File: config.mk
export PLATFORM = sky130hd
export DESIGN_NAME = avst_pkt_fifo
export DESIGN_NICKNAME = d
export VERILOG_FILES = /design/src/rtl/avst_pkt_fifo.sv
export SDC_FILE = /design/constraint.sdc
export NUM_CORES = 2
export LEC_CHECK = 0
export BUFFER_PORTS_ARGS = -buffer_cell sky130_fd_sc_hd__buf_2
export CORE_ASPECT_RATIO = 1.25
export CORE_UTILIZATION = 57
export DETAILED_ROUTE_END_ITERATION = 12
export PLACE_DENSITY = 0.77
export SKIP_LAST_GASP = 1
export SYNTH_ARGS = -nofsm -noshare
export SYNTH_HDL_FRONTEND = slang
export SYNTH_SLANG_ARGS = --single-unit
File: constraint.sdc
create_clock -name clk -period 8.9 [get_ports clk]
set_input_delay 1.78 -clock clk [delete_from_list [all_inputs] [get_ports clk]]
set_output_delay 1.78 -clock clk [all_outputs]
set_load 0.01 [all_outputs]
File: src/rtl/avst_pkt_fifo.sv
// avst_pkt_fifo: store-and-forward Avalon-ST packet FIFO.
// Beats are buffered until the packet's endofpacket beat arrives, then the
// whole packet becomes visible on the source port. Malformed packets (a new
// sop before eop) and packets too large for the buffer are discarded whole.
module avst_pkt_fifo #(
  parameter int DATA_W  = 32,
  parameter int EMPTY_W = 2,
  parameter int ERR_W   = 1,
  parameter int DEPTH   = 64
) (
  input  logic                     clk,
  input  logic                     reset,

  output logic                     in_ready,
  input  logic                     in_valid,
  input  logic [DATA_W-1:0]        in_data,
  input  logic                     in_startofpacket,
  input  logic                     in_endofpacket,
  input  logic [EMPTY_W-1:0]       in_empty,
  input  logic [ERR_W-1:0]         in_error,

  input  logic                     out_ready,
  output logic                     out_valid,
  output logic [DATA_W-1:0]        out_data,
  output logic                     out_startofpacket,
  output logic                     out_endofpacket,
  output logic [EMPTY_W-1:0]       out_empty,
  output logic [ERR_W-1:0]         out_error,

  output logic [$clog2(DEPTH):0]   pkt_count,
  output logic                     drop
);

  localparam int AW = $clog2(DEPTH);
  localparam int PW = AW + 1;

  localparam logic [PW-1:0] DEPTH_P = PW'(DEPTH);
  localparam logic [PW-1:0] ONE_P   = PW'(1);

  localparam logic [1:0] ST_IDLE = 2'd0;
  localparam logic [1:0] ST_PKT  = 2'd1;
  localparam logic [1:0] ST_DROP = 2'd2;

  // Beat storage, one entry per accepted beat
  logic [DATA_W-1:0]  mem_data  [DEPTH];
  logic               mem_sop   [DEPTH];
  logic               mem_eop   [DEPTH];
  logic [EMPTY_W-1:0] mem_empty [DEPTH];
  logic [ERR_W-1:0]   mem_error [DEPTH];

  // Pointers carry one extra wrap bit so full and empty are distinguishable
  logic [PW-1:0] wr_ptr;
  logic [PW-1:0] commit_ptr;
  logic [PW-1:0] rd_ptr;
  logic [1:0]    state;

  logic [PW-1:0] used;
  logic          full;
  logic          in_xfer;
  logic          out_xfer;
  logic          pkt_dec;

  logic          take_beat;
  logic          rewind;
  logic [PW-1:0] beat_base;
  logic [PW-1:0] beat_next;
  logic          fills_buffer;
  logic          overflow;

  logic          wr_en;
  logic          commit_evt;
  logic [PW-1:0] wr_ptr_nxt;
  logic [PW-1:0] commit_nxt;
  logic [1:0]    state_nxt;
  logic          drop_nxt;

  assign used      = wr_ptr - rd_ptr;
  assign full      = (used == DEPTH_P);
  assign in_ready  = !full || (state == ST_DROP);
  assign out_valid = (rd_ptr != commit_ptr);
  assign in_xfer   = in_valid && in_ready;
  assign out_xfer  = out_valid && out_ready;
  assign pkt_dec   = out_xfer && out_endofpacket;

  assign out_data          = mem_data[rd_ptr[AW-1:0]];
  assign out_startofpacket = mem_sop[rd_ptr[AW-1:0]];
  assign out_endofpacket   = mem_eop[rd_ptr[AW-1:0]];
  assign out_empty         = mem_empty[rd_ptr[AW-1:0]];
  assign out_error         = mem_error[rd_ptr[AW-1:0]];

  // Classify the incoming beat: where it lands and whether it overflows.
  // Overflow is caught on the beat that would fill the buffer while no
  // complete packet is held, so drop lands one cycle after that beat.
  always_comb begin
    take_beat = 1'b0;
    rewind    = 1'b0;
    beat_base = wr_ptr;
    if (in_xfer) begin
      if (state == ST_IDLE && in_startofpacket) begin
        take_beat = 1'b1;
      end else if (state == ST_PKT) begin
        take_beat = 1'b1;
        if (in_startofpacket) begin
          rewind    = 1'b1;
          beat_base = commit_ptr;
        end
      end
    end
    beat_next    = beat_base + ONE_P;
    fills_buffer = ((beat_next - rd_ptr) == DEPTH_P);
    overflow     = take_beat && !in_endofpacket && fills_buffer && (pkt_count == '0);
  end

  // Write-side next state: pointer moves, commits and drop requests
  always_comb begin
    wr_en      = take_beat && !overflow;
    commit_evt = 1'b0;
    wr_ptr_nxt = wr_ptr;
    commit_nxt = commit_ptr;
    state_nxt  = state;
    drop_nxt   = 1'b0;
    if (overflow) begin
      wr_ptr_nxt = commit_ptr;
      state_nxt  = ST_DROP;
      drop_nxt   = 1'b1;
    end else if (take_beat) begin
      wr_ptr_nxt = beat_next;
      drop_nxt   = rewind;
      if (in_endofpacket) begin
        commit_nxt = beat_next;
        commit_evt = 1'b1;
        state_nxt  = ST_IDLE;
      end else begin
        state_nxt  = ST_PKT;
      end
    end else if (in_xfer && state == ST_DROP && in_endofpacket) begin
      state_nxt = ST_IDLE;
    end
    if (state != ST_IDLE && state != ST_PKT && state != ST_DROP) begin
      state_nxt = ST_IDLE;
    end
  end

  // Store accepted beats; storage needs no reset since pointers guard it
  always_ff @(posedge clk) begin
    if (wr_en) begin
      mem_data[beat_base[AW-1:0]]  <= in_data;
      mem_sop[beat_base[AW-1:0]]   <= in_startofpacket;
      mem_eop[beat_base[AW-1:0]]   <= in_endofpacket;
      mem_empty[beat_base[AW-1:0]] <= in_empty;
      mem_error[beat_base[AW-1:0]] <= in_error;
    end
  end

  // Write pointer, commit pointer, FSM state and the drop pulse
  always_ff @(posedge clk) begin
    if (reset) begin
      wr_ptr     <= '0;
      commit_ptr <= '0;
      state      <= ST_IDLE;
      drop       <= 1'b0;
    end else begin
      wr_ptr     <= wr_ptr_nxt;
      commit_ptr <= commit_nxt;
      state      <= state_nxt;
      drop       <= drop_nxt;
    end
  end

  // Read pointer advances on every output transfer
  always_ff @(posedge clk) begin
    if (reset) begin
      rd_ptr <= '0;
    end else if (out_xfer) begin
      rd_ptr <= rd_ptr + ONE_P;
    end
  end

  // Complete-packet count: up on commit, down when an eop beat leaves
  always_ff @(posedge clk) begin
    if (reset) begin
      pkt_count <= '0;
    end else begin
      case ({commit_evt, pkt_dec})
        2'b10:   pkt_count <= pkt_count + ONE_P;
        2'b01:   pkt_count <= pkt_count - ONE_P;
        default: pkt_count <= pkt_count;
      endcase
    end
  end

endmodule

After elaboration in Yosys (flattened, before gate mapping)
Memory sizes are Yosys's and may differ from the RTL's. A register that Yosys moved wholly into a read port is not among the register bits.
Cells that the tools add are included.
- register bits: 31
- bits in latches: 0
- memory bits (writable): 2368
- bits in read-only memories: 0
- input bits: 41
- output and inout port bits: 47
- logic and storage cells: 89
- memories kept: 5
- memories (memory ; words ; bits a word ; read ports ; clocked after Yosys merged registers in ; write ports ; RTL line ; RTL):
    mem_data ; 64 ; 32 ; 1 ; 1 ; 1 ; 45 ; logic [DATA_W-1:0] mem_data [DEPTH];
    mem_empty ; 64 ; 2 ; 1 ; 1 ; 1 ; 48 ; logic [EMPTY_W-1:0] mem_empty [DEPTH];
    mem_eop ; 64 ; 1 ; 1 ; 1 ; 1 ; 47 ; logic mem_eop [DEPTH];
    mem_error ; 64 ; 1 ; 1 ; 1 ; 1 ; 49 ; logic [ERR_W-1:0] mem_error [DEPTH];
    mem_sop ; 64 ; 1 ; 1 ; 1 ; 1 ; 46 ; logic mem_sop [DEPTH];
- $add $sub $neg: 6
- multiply operators: 0
- div/mod/pow operators: 0
- order comparisons: 0
- equality and inequality tests: 9
- shift-type cells: 0
- mux-type cells: 35
- bitwise gates (word level): 1
- reductions and logical operators: 26
- operators by type and width (operator ; number):
    two-way mux 6 bit ; 10
    two-way mux 7 bit ; 6
    adder 7 x 1 -> 7 bit, second input constant ; 3
    two-way mux 1 bit ; 15
    == test 7 bit, second input constant ; 2
    case mux 7 bit (2 select lines) ; 1
    subtractor 7 bit ; 2
    logical AND 1 bit ; 12
    nonzero test 2 bit ; 4
    zero test 7 bit ; 1
    != test 7 bit ; 1
    subtractor 7 x 1 -> 7 bit, second input constant ; 1
    two-way mux 2 bit ; 3
    == test 2 x 1 -> 1 bit, second input constant ; 2
    == test 2 bit, second input constant ; 2
    zero test 1 bit ; 3
    AND reduction 3 bit ; 1
    nonzero test 3 bit ; 1
    OR reduction 3 bit ; 1
    zero test 2 bit ; 1
    != test 2 x 1 -> 1 bit, second input constant ; 1
    != test 2 bit, second input constant ; 1
    OR reduction 2 bit ; 1
    logical OR 1 bit ; 1
    inverter 1 bit ; 1

Depth between registers and ports, before layout
- word-level depth: 15
- gate-level depth with buffers: 27
- gate-level depth less buffers: 23

Worst setup path after synthesis
OpenSTA, ideal clock, no wires.
- path kind: in2reg
- start point: in in_startofpacket
- end point: mem mem_data[10][0] (enable)
- library setup time: 0.477 ns
- data arrival time: 8.372 ns
- data required time: 8.423 ns
- setup slack: 0.050 ns
- stages on the path: 19
- path buffers: 3
- cells stage by stage: nand3_1 nor2_1 clkbuf_1 nand2_1 o21ai_0 ha_1 inv_1 o311ai_0 ha_1 o21a_1 o31a_1 o41a_1 xor2_1 a2111oi_2 a2111oi_4 nor2_1 buf_2 buf_4 nor3_1
- longest elaborated chain between the ends: 13
- elaborated cells between the ends (all ways): 17
- those cells by class: 2 x add/sub; 1 x eq/ne; 8 x mux; 6 x reduce/logical
- RTL lines (item ; RTL line ; RTL):
    start: declaration ; 17 ; input logic in_startofpacket,
    two-way mux 7 bit ; 103 ; if (in_startofpacket) begin
    two-way mux 7 bit ; 101 ; end else if (state == ST_PKT) begin
    two-way mux 7 bit (*) ; 99 ; if (state == ST_IDLE && in_startofpacket) begin
    two-way mux 7 bit (*) ; 98 ; if (in_xfer) begin
    adder 7 x 1 -> 7 bit (*) ; 109 ; beat_next = beat_base + ONE_P;
    net beat_next[2] ; 66 ; logic [PW-1:0] beat_next;
    subtractor 7 bit (*) ; 110 ; fills_buffer = ((beat_next - rd_ptr) == DEPTH_P);
    == test 7 bit (*) ; 110 ;
    logical AND 1 bit (*) (2 in series) ; 111 ; overflow = take_beat && !in_endofpacket && fills_buffer && (pkt_count == '0);
    zero test 1 bit (*) ; 116 ; wr_en = take_beat && !overflow;
    logical AND 1 bit (*) ; 116 ;
    two-way mux 1 bit (*) ; 146 ; if (wr_en) begin
    two-way mux 1 bit (not written as such) (*) ; 147 ; mem_data[beat_base[AW-1:0]] <= in_data;
    end: declaration ; 45 ;
Mark *: on every way through the listed nets, which the timed path passes. The rest lies on a longest branch.

Worst setup path in the final report
- start point: reg rd_ptr[4]
- end point: mem mem_empty[33][1] (enable)
- longest elaborated chain between the ends: 15
- elaborated cells between the ends (all ways): 17
- those cells by class: 3 x add/sub; 2 x eq/ne; 4 x mux; 8 x reduce/logical
- RTL lines (item ; RTL line ; RTL):
    start: declaration ; 54 ; logic [PW-1:0] rd_ptr;
    start signal: assignment ; 175 ; rd_ptr <= rd_ptr + ONE_P;
    subtractor 7 bit ; 77 ; assign used = wr_ptr - rd_ptr;
    == test 7 bit ; 78 ; assign full = (used == DEPTH_P);
    zero test 1 bit ; 79 ; assign in_ready = !full || (state == ST_DROP);
    logical OR 1 bit ; 79 ;
    logical AND 1 bit ; 81 ; assign in_xfer = in_valid && in_ready;
    two-way mux 7 bit ; 98 ;
    adder 7 x 1 -> 7 bit ; 109 ;
    net beat_next[2] ; 66 ;
    subtractor 7 bit ; 110 ;
    == test 7 bit ; 110 ;
    logical AND 1 bit (2 in series) ; 111 ;
    zero test 1 bit ; 116 ;
    logical AND 1 bit ; 116 ;
    two-way mux 1 bit ; 146 ;
    two-way mux 1 bit (not written as such) ; 150 ; mem_empty[beat_base[AW-1:0]] <= in_empty;
    end: declaration ; 48 ;
The timed path passes the listed nets, and every way through them passes these cells.

==> impl_metrics.py <==
metrics = {
    "worst_hold_path": {
        "min_path_type": "reg2reg",
        "hold_depth": 2,
        "hp-start": "pkt_count[1]",
        "min_to": "pkt_count[1]",
    },
    "sta": {
        "finalHoldWorstSlack_ns": 0.5759,
        "hold_violations": 0,
        "rsz0062_at_grt": "no",
        "setup_slack_ns": 0.9835,
        "worst_pin_slew_ns": 1.287,
        "clock_skew_ns": 0.03167,
        "max-slew-margin-rel_pct": 13.75,
        "setup_viol": 0,
        "period_share_pct": 88.95,
        "max_freq_mhz": 126.3,
        "layout_min_cycle_time_ns": 7.916,
        "setup_tns_ns": 0,
        "slew_violations": 0,
    },
    "setup_path": {
        "slowest_stage": "nor3_2",
        "r2r-start": "rd_ptr[4]",
        "critPathMaxStageDelay_ns": 1.03,
        "r2r_slack_ns": 0.98,
        "critical_path_class": "reg2reg",
        "worstSetupEndpointType": "register",
        "worst_setup_path_start_kind": "register",
        "crit_chain": "inv_1 -> ha_1 -> nand2_1 -> a2111o_1 -> a2111oi_2 -> o21a_2 -> nor2_1 -> o21ai_0 -> ha_1 -> inv_1 -> o311ai_0 -> ha_1 -> o21a_1 -> o31a_1 -> o41a_1 -> xnor2_1 -> nor4b_1 -> a2111oi_4 -> nor2_4 -> nor3_2 -> buf_4",
        "ff2ff_path_depth": 21,
        "rr_endpoint": "mem_empty[33][1]",
        "worstPathRequired_ns": 9.40,
        "crit_fanout": 23,
        "cp.arrival_ns": 8.42,
        "crit_path_frequent_cell": "ha_1",
    },
    "flow_run": {
        "maxCapViolCount": 0,
    },
    "floorplan": {
        "coreArea_um2": 161400,
        "dieHeight_um": 452.6,
        "start_util_pct": 57.36,
        "io_pins": 88,
        "die_x_um": 362.5,
        "die_area_um2": 164100,
        "rows": 165,
    },
    "place": {
        "post-place-ws_ns": 0.9755,
        "portBuffers": 87,
        "place_area_um2": 97150,
        "gp_congestion": 0.8530,
        "detailed_place_hpwl_mm": 132.7,
    },
    "drt": {
        "wl_per_cell_um": 37.39,
        "drtIter0Drc": 6609,
        "drt_first_pass_iters": 6,
        "vias": 44150,
        "viasPerCell": 6.892,
        "route.detailed.drc": 0,
        "antenna_left": 0,
        "drt-total-wl_mm": 239.5,
    },
    "global_route": {
        "track_usage_pct": 29.75,
        "first_global_vias": 44290,
        "grt_max_degree": 152,
        "grt_overflow": 0,
        "antenna_found_initial": 20,
        "grt_first_pass_wirelength_mm": 338.2,
    },
    "clock_tree": {
        "cts_buffers": 211,
        "cts_setup_buffers": 0,
        "clockRootBuffer": "clkbuf_16",
        "cts_sinks": 2405,
        "ctsResizeCount": 0,
        "cts_tree": "built",
        "insertion_delay_ns": 0.86,
        "clkTransAtPathRegs_ns": 0.06,
        "htreeDepth": 4,
        "cts-hold-fix-buffers": 0,
        "clockBufferDepth": 3,
    },
    "final_layout": {
        "finalInstanceArea_um2": 104000,
        "fill_cells": 9963,
        "fin_nets": 4118,
        "area_growth_pct": 12.27,
        "final_layout_size_suffix_gt1_share_pct": 33.65,
    },
    "synthesis": {
        "postSynthRegisterBits": 2405,
        "synth_seq_area_share_pct": 77.59,
        "syn_nets": 3858,
        "synth.distinct_cells": 60,
        "ys.flop_type": "edfxtp_1",
        "syn_area_per_cell_um2": 24.40,
        "synth_area_um2": 92600,
        "synthCells": 3796,
        "synth_edf_count": 2368,
        "ys_async_sr_fraction_pct": 0,
        "yosysWarnings": 0,
    },
    "run_status": {
        "outcome": "finished, final reports clean",
    },
    "power_and_ir_drop": {
        "peakVddDrop_uv": 230.0,
        "p_leak_nw": 31.05,
        "pwr_density_cell_nw_per_um2": 257.0,
        "power_mw": 26.71,
    },
}
==> sequential cells by signal, summed over array words and instances (netlist names), named ones only <==
| name | flops |
|---|---|
| state | 2 |
| drop | 1 |
| mem_error | 64 |
| mem_sop | 64 |
| mem_empty | 128 |
| mem_eop | 64 |
| wr_ptr | 7 |
| pkt_count | 7 |
| mem_data | 2048 |
| commit_ptr | 7 |
| rd_ptr | 7 |
==> metrics by stage <==
stage / std cells / util (%)
2_1_floorplan: 3796 / -
3_3_place_gp: 6014 / 60.17
3_5_place_dp: 6014 / 60.17
4_1_cts: 6403 / 64.39
5_1_grt: 6403 / 64.39
6_report: 6406 / 64.40
==> final cells by class <==
type / count / area (um^2) / area share [%]
flip-flops and latches: 2405 / 71870 / 69.13
multi-input cells: 1159 / 20250 / 19.48
clock buffers: 251 / 5493 / 5.283
well taps: 2171 / 2716 / 2.613
repair buffers: 255 / 2215 / 2.130
clock inverters: 138 / 1319 / 1.268
inverters: 24 / 90.09 / 0.08665
diodes: 3 / 7.507 / 0.007221
==> power by group <==
part | switching (mW) | internal [mW] | total, mW
Sequential | 0.114 | 12.6 | 12.7
Combinational | 2.72 | 2.16 | 4.88
Clock | 4.15 | 4.99 | 9.14
==> Yosys cell counts, types with 5 or more instances <==
library cell,instances,area share (%)
nor2_1,63,0.26
mux4_2,768,19
nor2b_1,7,0.047
edfxtp_1,2368,77
buf_1,63,0.26
or3_1,5,0.034
nand2_1,35,0.14
o21ai_0,28,0.15
and3_1,9,0.061
inv_1,22,0.089
a21oi_1,13,0.070
nor2_2,6,0.041
clkbuf_1,129,0.52
nor4_1,8,0.054
nand3_1,10,0.054
ha_1,20,0.27
mux2i_1,16,0.17
mux2_2,11,0.13
xor2_1,14,0.13
o211ai_1,7,0.057
nand4_1,9,0.061
nor3_1,45,0.24
dfxtp_1,37,0.80
xnor2_1,16,0.15
a31oi_1,6,0.041
buf_2,14,0.076
==> metal layers <==
| metal | vias to the layer above | share of wire (%) | global-route usage, % |
|---|---|---|---|
| li1 | 16950 | - | - |
| met1 | 23470 | 35 | 39.65 |
| met2 | 3273 | 51 | 50.04 |
| met3 | 447 | 11 | 5.385 |
| met4 | 8 | 3.7 | 10.02 |
| met5 | - | 0.020 | 0 |
==> critical path, delay by kind of cell (launching register included) <==
family                   cells  cell delay [ns]
AO/OA/AOI/OAI                9             3.52
AND/OR/NAND/NOR              5             1.44
adder cells (fa/ha/maj)      3             1.17
buffers and inverters        3             0.77
flip-flops                   1             0.35
XOR/XNOR                     1             0.31
==> kinds of logic after synthesis <==
| group | synth area share (%) |
|---|---|
| xor+xnor | 0.2837 |
| compound gates | 0.6540 |
| fa+ha+maj | 0.2918 |
| buf+inv | 0.9715 |
| flops | 77.59 |
| mux | 18.98 |
| simple gates | 1.227 |
==> how the worst max path moves through the flow <==
stage                      from               end  slack, ns
3_3_place_gp   in_startofpacket  mem_data[33][29]       1.00
3_5_place_dp   in_startofpacket  mem_empty[33][1]       0.98
6_report              rd_ptr[4]  mem_empty[33][1]       0.98
4_1_cts               rd_ptr[4]  mem_data[33][28]       1.02
5_1_grt               rd_ptr[4]  mem_data[33][28]       0.58
2_1_floorplan  in_startofpacket   mem_data[10][0]       0.05
==> layout by cell type, fill, tap and decap left out, drive strengths merged, types with 4 or more instances in the layout <==
cell type / n
and2: 4
nand2b: 4
o21ai: 30
clkbuf: 251
xnor2: 16
o21a: 5
nor2b: 7
nor4: 9
o211ai: 7
bufinv: 19
mux4: 768
and3: 9
inv: 39
nand2: 36
buf: 255
a21oi: 13
ha: 20
nor3: 45
dfxtp: 37
nor2: 69
xor2: 14
mux2: 11
nand4b: 4
nand4: 9
or3: 5
a31oi: 6
nand3: 10
edfxtp: 2368
mux2i: 16
clkinvlp: 17
clkinv: 87
Note: power is estimated with default switching activity, not from simulation.
